`src/rtl/prog_loader_pkg.sv`:
```
// Shared types and constants for the program loader boot path.
package prog_loader_pkg;

    localparam int unsigned BYTE_W           = 8;
    localparam int unsigned WORD_W           = 32;
    localparam int unsigned BYTES_PER_WORD   = 4;
    localparam int unsigned DEF_START_CYCLES = 10;

    typedef enum logic [2:0] {
        ST_IDLE  = 3'd0,
        ST_LOAD  = 3'd1,
        ST_WRITE = 3'd2,
        ST_CHECK = 3'd3,
        ST_START = 3'd4,
        ST_DONE  = 3'd5,
        ST_ERR   = 3'd6
    } pl_state_e;

    // A count byte is usable when it is non-zero and fits the ROM.
    function automatic logic count_valid(input logic [BYTE_W-1:0] n, input int unsigned addr_w);
        return (n != '0) && (32'(n) <= (32'd1 << addr_w));
    endfunction

endpackage

```
`src/rtl/prog_loader_if.sv`:
```
// Byte-stream input and ROM write port of the program loader.
interface prog_loader_if #(
    parameter int unsigned ADDR_W = 8
) ();
    logic              in_valid;
    logic [7:0]        in_data;
    logic              in_ready;
    logic              rom_we;
    logic [ADDR_W-1:0] rom_addr;
    logic [31:0]       rom_wdata;

    modport master (
        output in_valid, in_data,
        input  in_ready, rom_we, rom_addr, rom_wdata
    );

    modport slave (
        input  in_valid, in_data,
        output in_ready, rom_we, rom_addr, rom_wdata
    );
endinterface

```
`src/rtl/prog_loader_word_packer.sv`:
```
// Big-endian byte-to-word packer: three held bytes plus the byte being accepted.
module pl_word_packer
    import prog_loader_pkg::*;
(
    input  logic              clk1,
    input  logic              rst_n,
    input  logic              byte_valid,
    input  logic [BYTE_W-1:0] byte_data,
    output logic [WORD_W-1:0] word_c,
    output logic              word_ready
);

    localparam int unsigned CNT_W  = $clog2(BYTES_PER_WORD);
    localparam int unsigned HOLD_W = BYTE_W * (BYTES_PER_WORD - 1);

    logic [CNT_W-1:0]  cnt_q, cnt_d;
    logic [HOLD_W-1:0] sreg_q, sreg_d;

    always_comb begin
        cnt_d  = cnt_q;
        sreg_d = sreg_q;
        if (byte_valid) begin
            cnt_d  = cnt_q + CNT_W'(1);
            sreg_d = {sreg_q[HOLD_W-BYTE_W-1:0], byte_data};
        end
    end

    always_ff @(posedge clk1 or negedge rst_n) begin
        if (!rst_n) begin
            cnt_q  <= '0;
            sreg_q <= '0;
        end else begin
            cnt_q  <= cnt_d;
            sreg_q <= sreg_d;
        end
    end

    // The last byte completes the word in the same cycle it is accepted.
    assign word_ready = byte_valid && (cnt_q == CNT_W'(BYTES_PER_WORD - 1));
    assign word_c     = {sreg_q, byte_data};

endmodule

```
`src/rtl/prog_loader.sv`:
```
// Boot loader: byte stream -> instruction ROM writes -> checksum -> start pulse.
module prog_loader
    import prog_loader_pkg::*;
#(
    parameter int unsigned ADDR_W       = 8,
    parameter int unsigned START_CYCLES = DEF_START_CYCLES
) (
    input  logic         clk1,
    input  logic         rst_n,
    prog_loader_if.slave bus,
    output logic         start,
    output logic         busy,
    output logic         done,
    output logic         err
);

    localparam int unsigned TIMER_W = (START_CYCLES > 1) ? $clog2(START_CYCLES) : 1;

    pl_state_e state_q, state_d;

    logic [ADDR_W-1:0]  idx_q, idx_d;
    logic [BYTE_W-1:0]  n_q, n_d;
    logic [BYTE_W-1:0]  xor_q, xor_d;
    logic [TIMER_W-1:0] timer_q, timer_d;

    logic              in_ready_q, in_ready_d;
    logic              rom_we_q, rom_we_d;
    logic [ADDR_W-1:0] rom_addr_q, rom_addr_d;
    logic [WORD_W-1:0] rom_wdata_q, rom_wdata_d;
    logic              start_q, start_d;
    logic              busy_q, busy_d;
    logic              done_q, done_d;
    logic              err_q, err_d;

    logic              accept_c;
    logic              pack_valid_c;
    logic              word_ready;
    logic [WORD_W-1:0] word_c;

    assign accept_c     = bus.in_valid && in_ready_q;
    assign pack_valid_c = accept_c && (state_q == ST_LOAD);

    pl_word_packer u_packer (
        .clk1       (clk1),
        .rst_n      (rst_n),
        .byte_valid (pack_valid_c),
        .byte_data  (bus.in_data),
        .word_c     (word_c),
        .word_ready (word_ready)
    );

    // State register
    always_ff @(posedge clk1 or negedge rst_n) begin
        if (!rst_n) begin
            state_q <= ST_IDLE;
        end else begin
            state_q <= state_d;
        end
    end

    // Next-state logic
    always_comb begin
        state_d = state_q;
        unique case (state_q)
            ST_IDLE: begin
                if (accept_c) begin
                    state_d = count_valid(bus.in_data, ADDR_W) ? ST_LOAD : ST_ERR;
                end
            end
            ST_LOAD: begin
                if (word_ready) begin
                    state_d = ST_WRITE;
                end
            end
            ST_WRITE: begin
                state_d = ((32'(idx_q) + 32'd1) == 32'(n_q)) ? ST_CHECK : ST_LOAD;
            end
            ST_CHECK: begin
                if (accept_c) begin
                    state_d = (bus.in_data == xor_q) ? ST_START : ST_ERR;
                end
            end
            ST_START: begin
                if (32'(timer_q) == (START_CYCLES - 1)) begin
                    state_d = ST_DONE;
                end
            end
            ST_DONE:  state_d = ST_DONE;
            ST_ERR:   state_d = ST_ERR;
            default:  state_d = ST_IDLE;
        endcase
    end

    // Registered outputs decoded from the state being entered
    always_comb begin
        in_ready_d  = 1'b0;
        rom_we_d    = 1'b0;
        rom_addr_d  = rom_addr_q;
        rom_wdata_d = rom_wdata_q;
        start_d     = 1'b0;
        busy_d      = 1'b0;
        done_d      = 1'b0;
        err_d       = 1'b0;
        unique case (state_d)
            ST_IDLE: in_ready_d = 1'b1;
            ST_LOAD: begin
                in_ready_d = 1'b1;
                busy_d     = 1'b1;
            end
            ST_WRITE: begin
                busy_d      = 1'b1;
                rom_we_d    = 1'b1;
                rom_addr_d  = idx_q;
                rom_wdata_d = word_c;
            end
            ST_CHECK: begin
                in_ready_d = 1'b1;
                busy_d     = 1'b1;
            end
            ST_START: begin
                busy_d  = 1'b1;
                start_d = 1'b1;
            end
            ST_DONE: done_d = 1'b1;
            ST_ERR:  err_d  = 1'b1;
            default: in_ready_d = 1'b0;
        endcase
    end

    // Word index, count, running XOR (checksum byte excluded) and start timer
    always_comb begin
        idx_d   = idx_q;
        n_d     = n_q;
        xor_d   = xor_q;
        timer_d = '0;
        if (accept_c && (state_q != ST_CHECK)) begin
            xor_d = xor_q ^ bus.in_data;
        end
        if (accept_c && (state_q == ST_IDLE)) begin
            n_d = bus.in_data;
        end
        if (state_q == ST_WRITE) begin
            idx_d = idx_q + ADDR_W'(1);
        end
        if (state_q == ST_START) begin
            timer_d = timer_q + TIMER_W'(1);
        end
    end

    always_ff @(posedge clk1 or negedge rst_n) begin
        if (!rst_n) begin
            idx_q       <= '0;
            n_q         <= '0;
            xor_q       <= '0;
            timer_q     <= '0;
            in_ready_q  <= 1'b1;
            rom_we_q    <= 1'b0;
            rom_addr_q  <= '0;
            rom_wdata_q <= '0;
            start_q     <= 1'b0;
            busy_q      <= 1'b0;
            done_q      <= 1'b0;
            err_q       <= 1'b0;
        end else begin
            idx_q       <= idx_d;
            n_q         <= n_d;
            xor_q       <= xor_d;
            timer_q     <= timer_d;
            in_ready_q  <= in_ready_d;
            rom_we_q    <= rom_we_d;
            rom_addr_q  <= rom_addr_d;
            rom_wdata_q <= rom_wdata_d;
            start_q     <= start_d;
            busy_q      <= busy_d;
            done_q      <= done_d;
            err_q       <= err_d;
        end
    end

    assign bus.in_ready  = in_ready_q;
    assign bus.rom_we    = rom_we_q;
    assign bus.rom_addr  = rom_addr_q;
    assign bus.rom_wdata = rom_wdata_q;
    assign start         = start_q;
    assign busy          = busy_q;
    assign done          = done_q;
    assign err           = err_q;

endmodule

```
`src/flat_wrapper.sv`:
```
// flat-port wrapper written by rule: the top's interface ports become plain ports
module prog_loader_flat import prog_loader_pkg::*;
#(
    parameter int unsigned ADDR_W       = 8,
    parameter int unsigned START_CYCLES = DEF_START_CYCLES
)
  (clk1, rst_n, start, busy, done, err, bus_in_valid, bus_in_data, bus_in_ready, bus_rom_we, bus_rom_addr, bus_rom_wdata);
  prog_loader_if #(.ADDR_W(ADDR_W)) bus_i ();
  input  logic clk1;
  input  logic rst_n;
  output logic start;
  output logic busy;
  output logic done;
  output logic err;
  input wire logic [$bits(bus_i.in_valid)-1:0] bus_in_valid;
  input wire logic [$bits(bus_i.in_data)-1:0] bus_in_data;
  output wire logic [$bits(bus_i.in_ready)-1:0] bus_in_ready;
  output wire logic [$bits(bus_i.rom_we)-1:0] bus_rom_we;
  output wire logic [$bits(bus_i.rom_addr)-1:0] bus_rom_addr;
  output wire logic [$bits(bus_i.rom_wdata)-1:0] bus_rom_wdata;
  assign bus_i.in_valid = bus_in_valid;
  assign bus_i.in_data = bus_in_data;
  assign bus_in_ready = bus_i.in_ready;
  assign bus_rom_we = bus_i.rom_we;
  assign bus_rom_addr = bus_i.rom_addr;
  assign bus_rom_wdata = bus_i.rom_wdata;
  prog_loader #(.ADDR_W(ADDR_W), .START_CYCLES(START_CYCLES)) u_core (.clk1(clk1), .rst_n(rst_n), .bus(bus_i), .start(start), .busy(busy), .done(done), .err(err));
endmodule
```
`config.mk`:
```
export PLATFORM = sky130hd
export DESIGN_NAME = prog_loader_flat
export DESIGN_NICKNAME = d
export VERILOG_FILES = /design/src/rtl/prog_loader_pkg.sv /design/src/rtl/prog_loader_if.sv /design/src/rtl/prog_loader_word_packer.sv /design/src/rtl/prog_loader.sv /design/src/flat_wrapper.sv
export SDC_FILE = /design/constraint.sdc
export NUM_CORES = 1
export LEC_CHECK = 0
export CELL_PAD_IN_SITES_DETAIL_PLACEMENT = 0
export CELL_PAD_IN_SITES_GLOBAL_PLACEMENT = 2
export CORE_ASPECT_RATIO = 2
export CORE_MARGIN = 3
export CORE_UTILIZATION = 41
export CTS_CLUSTER_DIAMETER = 50
export CTS_CLUSTER_SIZE = 40
export DETAILED_ROUTE_END_ITERATION = 6
export PLACE_DENSITY = 0.84
export SYNTH_ARGS = -nofsm -noshare
export SYNTH_HDL_FRONTEND = slang
export SYNTH_SLANG_ARGS = --single-unit
```
`constraint.sdc`:
```
create_clock -name clk1 -period 4.5 [get_ports clk1]
set_clock_uncertainty 0.2 [all_clocks]
set_input_delay 0.45 -clock clk1 [delete_from_list [all_inputs] [get_ports clk1]]
set_output_delay 0.45 -clock clk1 [all_outputs]
set_load 0.005 [all_outputs]
```
## Yosys cells after proc, flatten, opt, wreduce, memory -nomap -nowiden

Cells that the tools add are included.

| word-level totals | value |
|---|---|
| register bits after elaboration | 103 |
| logic and storage cells | 62 |

| operators by class | value |
|---|---|
| add/sub/neg operators | 4 |
| eq/ne operators | 17 |
| mux-type cells | 15 |
| bitwise operators | 1 |
| reductions and logical operators | 10 |

Operators with widths:

| kind | count |
|---|---|
| $eq A32 B8 Y1 | 1 |
| $pmux W3 S7 | 1 |
| $eq A3 B3 Y1 const B | 6 |
| $mux W3 | 5 |
| $eq A3 B2 Y1 const B | 4 |
| $add A8 B1 Y9 const B | 1 |
| $add A8 B1 Y8 const B | 1 |
| $eq A8 B8 Y1 | 1 |
| $reduce_bool A8 Y1 | 1 |
| $xor A8 B8 Y8 | 1 |
| $eq A3 B1 Y1 const B | 2 |
| $logic_not A3 Y1 | 2 |
| $mux W1 | 6 |
| $logic_and A1 B1 Y1 | 5 |
| $add A4 B1 Y4 const B | 1 |
| $eq A4 B4 Y1 const B | 1 |
| $mux W2 | 2 |
| $mux W4 | 1 |
| $reduce_or A4 Y1 | 1 |
| $ne A3 B2 Y1 const B | 1 |
| $reduce_or A3 Y1 | 1 |
| $add A2 B1 Y2 const B | 1 |
| $eq A2 B2 Y1 const B | 1 |

## Depth between registers and ports, before layout

| logic depth | value |
|---|---|
| depth after elaboration | 8 |
| depth in mapped cells | 8 |
| depth with buffers taken out | 7 |

## Modules after synthesis

From an unflattened synthesis, not the netlist that was laid out.

| second synthesis, totals | value |
|---|---|
| cell total of the unflattened synthesis | 323 |
| area total of the unflattened synthesis | 4466.8 µm² |

By module, submodules not included:

| module | times used | cells each | area each (µm²) | seq. area each (µm²) |
|---|---|---|---|---|
| prog_loader | 1 | 258 | 3328.2 | 1928.1 |
| pl_word_packer | 1 | 65 | 1138.6 | 650.6 |

## Least setup slack after synthesis

No wires, ideal clock.

| timing | value |
|---|---|
| kind | register to register |
| start point | register u_core.state_q[2] |
| end point | register u_core.rom_addr_q[5] (netlist: u_core.bus.rom_addr[5]) |
| data arrival time | 1.763 ns |
| required time | 4.175 ns |
| slack | 2.412 ns |
| cell stages (with the launch flop) | 8 |
| buffers on the path | 3 |
| cell sequence | dfrtp_1 > buf_2 > or4_4 > buf_6 > clkinv_4 > nand2_4 > buf_6 > mux2_4 |

| on the way | value |
|---|---|
| cells in the longest elaborated chain, start to end | 6 |
| elaborated cells between the ends (all ways) | 15 |

RTL lines:

| item | line | RTL |
|---|---|---|
| start, declared | prog_loader.sv:19 | `pl_state_e state_q, state_d;` |
| start signal, assigned | prog_loader.sv:57 | `state_q <= state_d;` |
| $eq A3 B1 Y1 | prog_loader.sv:41, prog_loader.sv:64 |  |
| $logic_and A1 B1 Y1 | prog_loader.sv:41 | `assign pack_valid_c = accept_c && (state_q == ST_LOAD);` |
| $logic_and A1 B1 Y1 | prog_loader_word_packer.sv:39 | `assign word_ready = byte_valid && (cnt_q == CNT_W'(BYTES_PER_WORD - 1));` |
| $mux W3 | prog_loader.sv:71 | `if (word_ready) begin` |
| $pmux W3 S7 * | prog_loader.sv:64 | `unique case (state_q)` |
| $eq A3 B2 Y1 * | prog_loader.sv:104 | `unique case (state_d)` |
| end signal, assigned | prog_loader.sv:171 | `rom_addr_q <= rom_addr_d;` |
| end, declared | prog_loader.sv:28 | `logic [ADDR_W-1:0] rom_addr_q, rom_addr_d;` |

Mark *: on every way between the ends. The rest lies on a longest branch, timed or not.
A chain may end at the register's enable or synchronous reset.

## Final worst setup path

| timing | value |
|---|---|
| start point | input port bus_in_valid |
| end point | register u_core.rom_addr_q[7] (netlist: u_core.bus.rom_addr[7]) |

| on the way | value |
|---|---|
| cells in the longest elaborated chain, start to end | 6 |
| elaborated cells between the ends (all ways) | 8 |

RTL lines:

| item | line | RTL |
|---|---|---|
| start, declared | flat_wrapper.sv:15 | `input wire logic [$bits(bus_i.in_valid)-1:0] bus_in_valid;` |
| $logic_and A1 B1 Y1 * | prog_loader.sv:40 | `assign accept_c = bus.in_valid && in_ready_q;` |
| $logic_and A1 B1 Y1 | prog_loader.sv:41 |  |
| $logic_and A1 B1 Y1 | prog_loader_word_packer.sv:39 |  |
| $mux W3 | prog_loader.sv:71 |  |
| $pmux W3 S7 * | prog_loader.sv:64 |  |
| $eq A3 B2 Y1 * | prog_loader.sv:104 |  |

Marked as above.

==> reports/metrics.yaml <==
run_status: "complete, no violations"
via_per_inst: 4.94
critPathTopFamily: "simple AND/OR/NAND/NOR gates"
cp_max_fo: 42
setup-violations-final: 0
preCtsSetupSlack_ns: 1.31
postRouteAntennaNets: 0
floorplan.die.height_um: 154
crit_chain: "clkdlybuf4s50_1, nand2_1, or4_4, clkinv_4, nand2_4, mux2_4"
tritoncts.num_buffers: 9
synth.area.mux_share: 0.172
vias: 2714
synthMostInstantiatedCell: "dfrtp_1"
pwr_density_cell_nw_per_um2: 641
synth_area_leader_cell: "dfrtp_1"
timing.rr.start: "u_core.state_q[0]$_DFF_PN0_"
worst_setup_hold_path_clk_slew_ns: 0.07
max_slew.worst_pin.slew_ns: 0.949
rows: 53
xor_xnor_cell_area_share_of_the_yosys_netlist: 0.0681
ys_seq_elements: 103
num-fill-cells: 982
route.met2.wl_um: 4810
worst-r2r-setup-slack_ns: 1.75
placed_wire_length_estimate_um: 6090
final_min_period_over_clock_period: 0.621
drt_pass1_iterations: 4
wl_met3_um: 203
worst-r2r-cell-count: 5
critical_path_class: "primary input to register"
post_synth_num_cell_types: 40
clock_path_buffers: 2
timing.final.hold_violations: 0
worst_slew_margin_rel: 0.367
postCtsSetupBuffers: 0
area_fraction_in_and_or_nand_and_nor_cells_after_synthesis: 0.118
fp.coreArea_um2: 10600
groute.usage.overall: 0.154
timing.critical_path.buf_inv: 2
grt_antenna_before_repair: 0
die-area_um2: 12300
critical-path-slowest-cell: "or4_4"
async_reset_ff_frac: 1.00
worstSetupStartpointType: "primary input"
rr_endpoint: "u_core.bus.rom_addr[7]$_DFFE_PN0P_"
postSynthAreaPerCell_um2: 12.7
total_switching_power_uw: 1070
timing.hold.worst.class: "primary input to asynchronous set/reset pin"
post_synth_fa_ha_maj_area_fraction: 0.0111
worst_slack_ns: 1.70
combPwrFrac: 0.340
cts_tree: "built"
post_synth_main_area_contributors: "dfrtp_1, mux2_4, nand2_1"
vdd_drop_max_v: 0.000240
intPower_uw: 2400
clockPowerShare: 0.205
design_area_um2: 5420
net_switching_fraction_of_the_power: 0.308
route.top_layer_used: "met4"
num_antenna_cells: 0
compound_cell_area_share_of_the_yosys_netlist: 0.0295
routedLengthMet1_um: 3390
setup_total_negative_slack_ns: 0
p_leak_uw: 0.00260
element_type_at_the_critical_path_end: "register"
ys_seq_area_frac: 0.573
grt_overflow_total: 0
synth_top_cell_area_share: 0.567
clk_sink_count: 103
rsz0062_at_grt: "no"
die_width_um: 80.1
clock_tree.root_cell: "clkbuf_16"
worst_path_largest_cell_delay_ns: 0.61
timing.critical_path.depth: 6
dominant_combinational_cell_family_by_area_after_synthesis: "multiplexers"
cts_max_level: 3
routed_wl_um: 8620
nets: 423
postPlaceCellArea_um2: 5150
dr.first_iter.drc_count: 120
pin_count_of_the_biggest_net_entering_global_routing: 78
ys.flop_type: "dfrtp_1"
syn2layout_area_growth_pct: 20.4
routabilityCongestion: 0.836
wire_length_of_the_first_global_routing_pass_um: 14500
cap_violations: 0
synth_enable_flop_cells: 0
port_buffers: 56
wl_per_cell_um: 15.7
final_layout_size_suffix_gt1_frac: 0.192
cp.required_ns: 4.53
floorplan.initialDensity: 0.424
syn-num-nets: 368
first_global_vias: 2787
worstSkewPairLatency_ns: 0.34
drc: 0
ys_top_cells_by_count: "dfrtp_1, nand2_1, mux2_4, xnor2_1, mux2_2"
mappedNetlistArea_um2: 4500
cts_hold_buf: 0
syn-instance-count: 353
drv_slew: 0
floorplan.io_pins: 57
worst-endpoint-arrival_ns: 2.83
highest_attainable_clock_frequency_mhz: 358
seq_power_share: 0.456
period_needed_ns: 2.80
post_cts_resize_count: 0
ys_warn_count: 0
==> layout make-up <==
cell class	count	area, um^2	area share
Multi-Input combinational cell	229	1790	0.331
Clock inverter	4	33.8	0.00624
Timing Repair Buffer	58	573	0.106
Sequential cell	103	2580	0.476
Clock buffer	11	233	0.0430
Inverter	7	31.3	0.00578
Tap cell	137	171	0.0317
==> placed cells by master (no fill, tap or decap), drive strengths merged, types with 6 or more instances in the layout <==
cell type      Yosys  layout
xnor2             20      20
mux2              56      56
clkdlybuf4s50      0      55
inv                6       6
nand2             69      69
xor2              15      15
dfrtp            102     102
nor2               9       9
clkbuf             7      11
a21oi              8       8
nand3              6       6
==> state kept, by name (all words and copies together), names as in the netlist, 2 cells and up <==
name and cells:
u_core.u_packer.sreg_q 24, u_core.xor_q 8, u_core.idx_q 8, u_core.bus.rom_wdata 32, u_core.state_q 3, u_core.timer_q 4, u_core.n_q 8, u_core.u_packer.cnt_q 2
u_core.bus.rom_addr 8
==> worst max path at each step <==
stage	end	from
finish	u_core.bus.rom_addr[7]$_DFFE_PN0P_	bus_in_valid
global placement	u_core.bus.rom_wdata[2]$_DFFE_PN0P_	bus_in_valid
floorplan	u_core.bus.rom_addr[5]$_DFFE_PN0P_	u_core.state_q[2]$_DFF_PN0_
CTS	u_core.bus.rom_wdata[17]$_DFFE_PN0P_	bus_in_valid
detailed placement	u_core.bus.rom_wdata[17]$_DFFE_PN0P_	bus_in_valid
global route	u_core.bus.rom_wdata[17]$_DFFE_PN0P_	bus_in_valid
==> cells by family (layout without fill, tap and decap cells) <==
logic type | Yosys count | after routing
and+or+nand+nor | 113 | 113
adders and majority gates | 4 | 4
AOI/OAI and AO/OA | 21 | 21
xor gates and xnor gates | 35 | 35
buffers and inverters | 21 | 80
muxes | 56 | 56
DFF | 103 | 103
==> through the flow <==
step	hold slack (ns)	cells	total power (uW)	utilization
after detailed placement	0.267	534	2800	0.485
after floorplan	-0.0456	353	2300	-
after global routing	0.134	549	3700	0.510
final	0.0408	549	3470	0.510
after CTS	0.0902	549	3520	0.510
after global placement	0.262	534	2770	0.485
==> per-layer routing <==
metal,vias up,global-route usage
li1,1299,-
met1,1359,0.179
met2,43,0.267
met3,13,0.0270
met4,0,0.0733
met5,-,0
==> power by group through the flow <==
stage	registers, uW	clock network (uW)	logic, uW
after global placement	1590	0	1170
after detailed placement	1610	0	1190
after floorplan	1510	0	787
final	1580	710	1180
after CTS	1590	729	1200
after global routing	1630	772	1300
No activity file was read; power rests on OpenSTA's default activity.
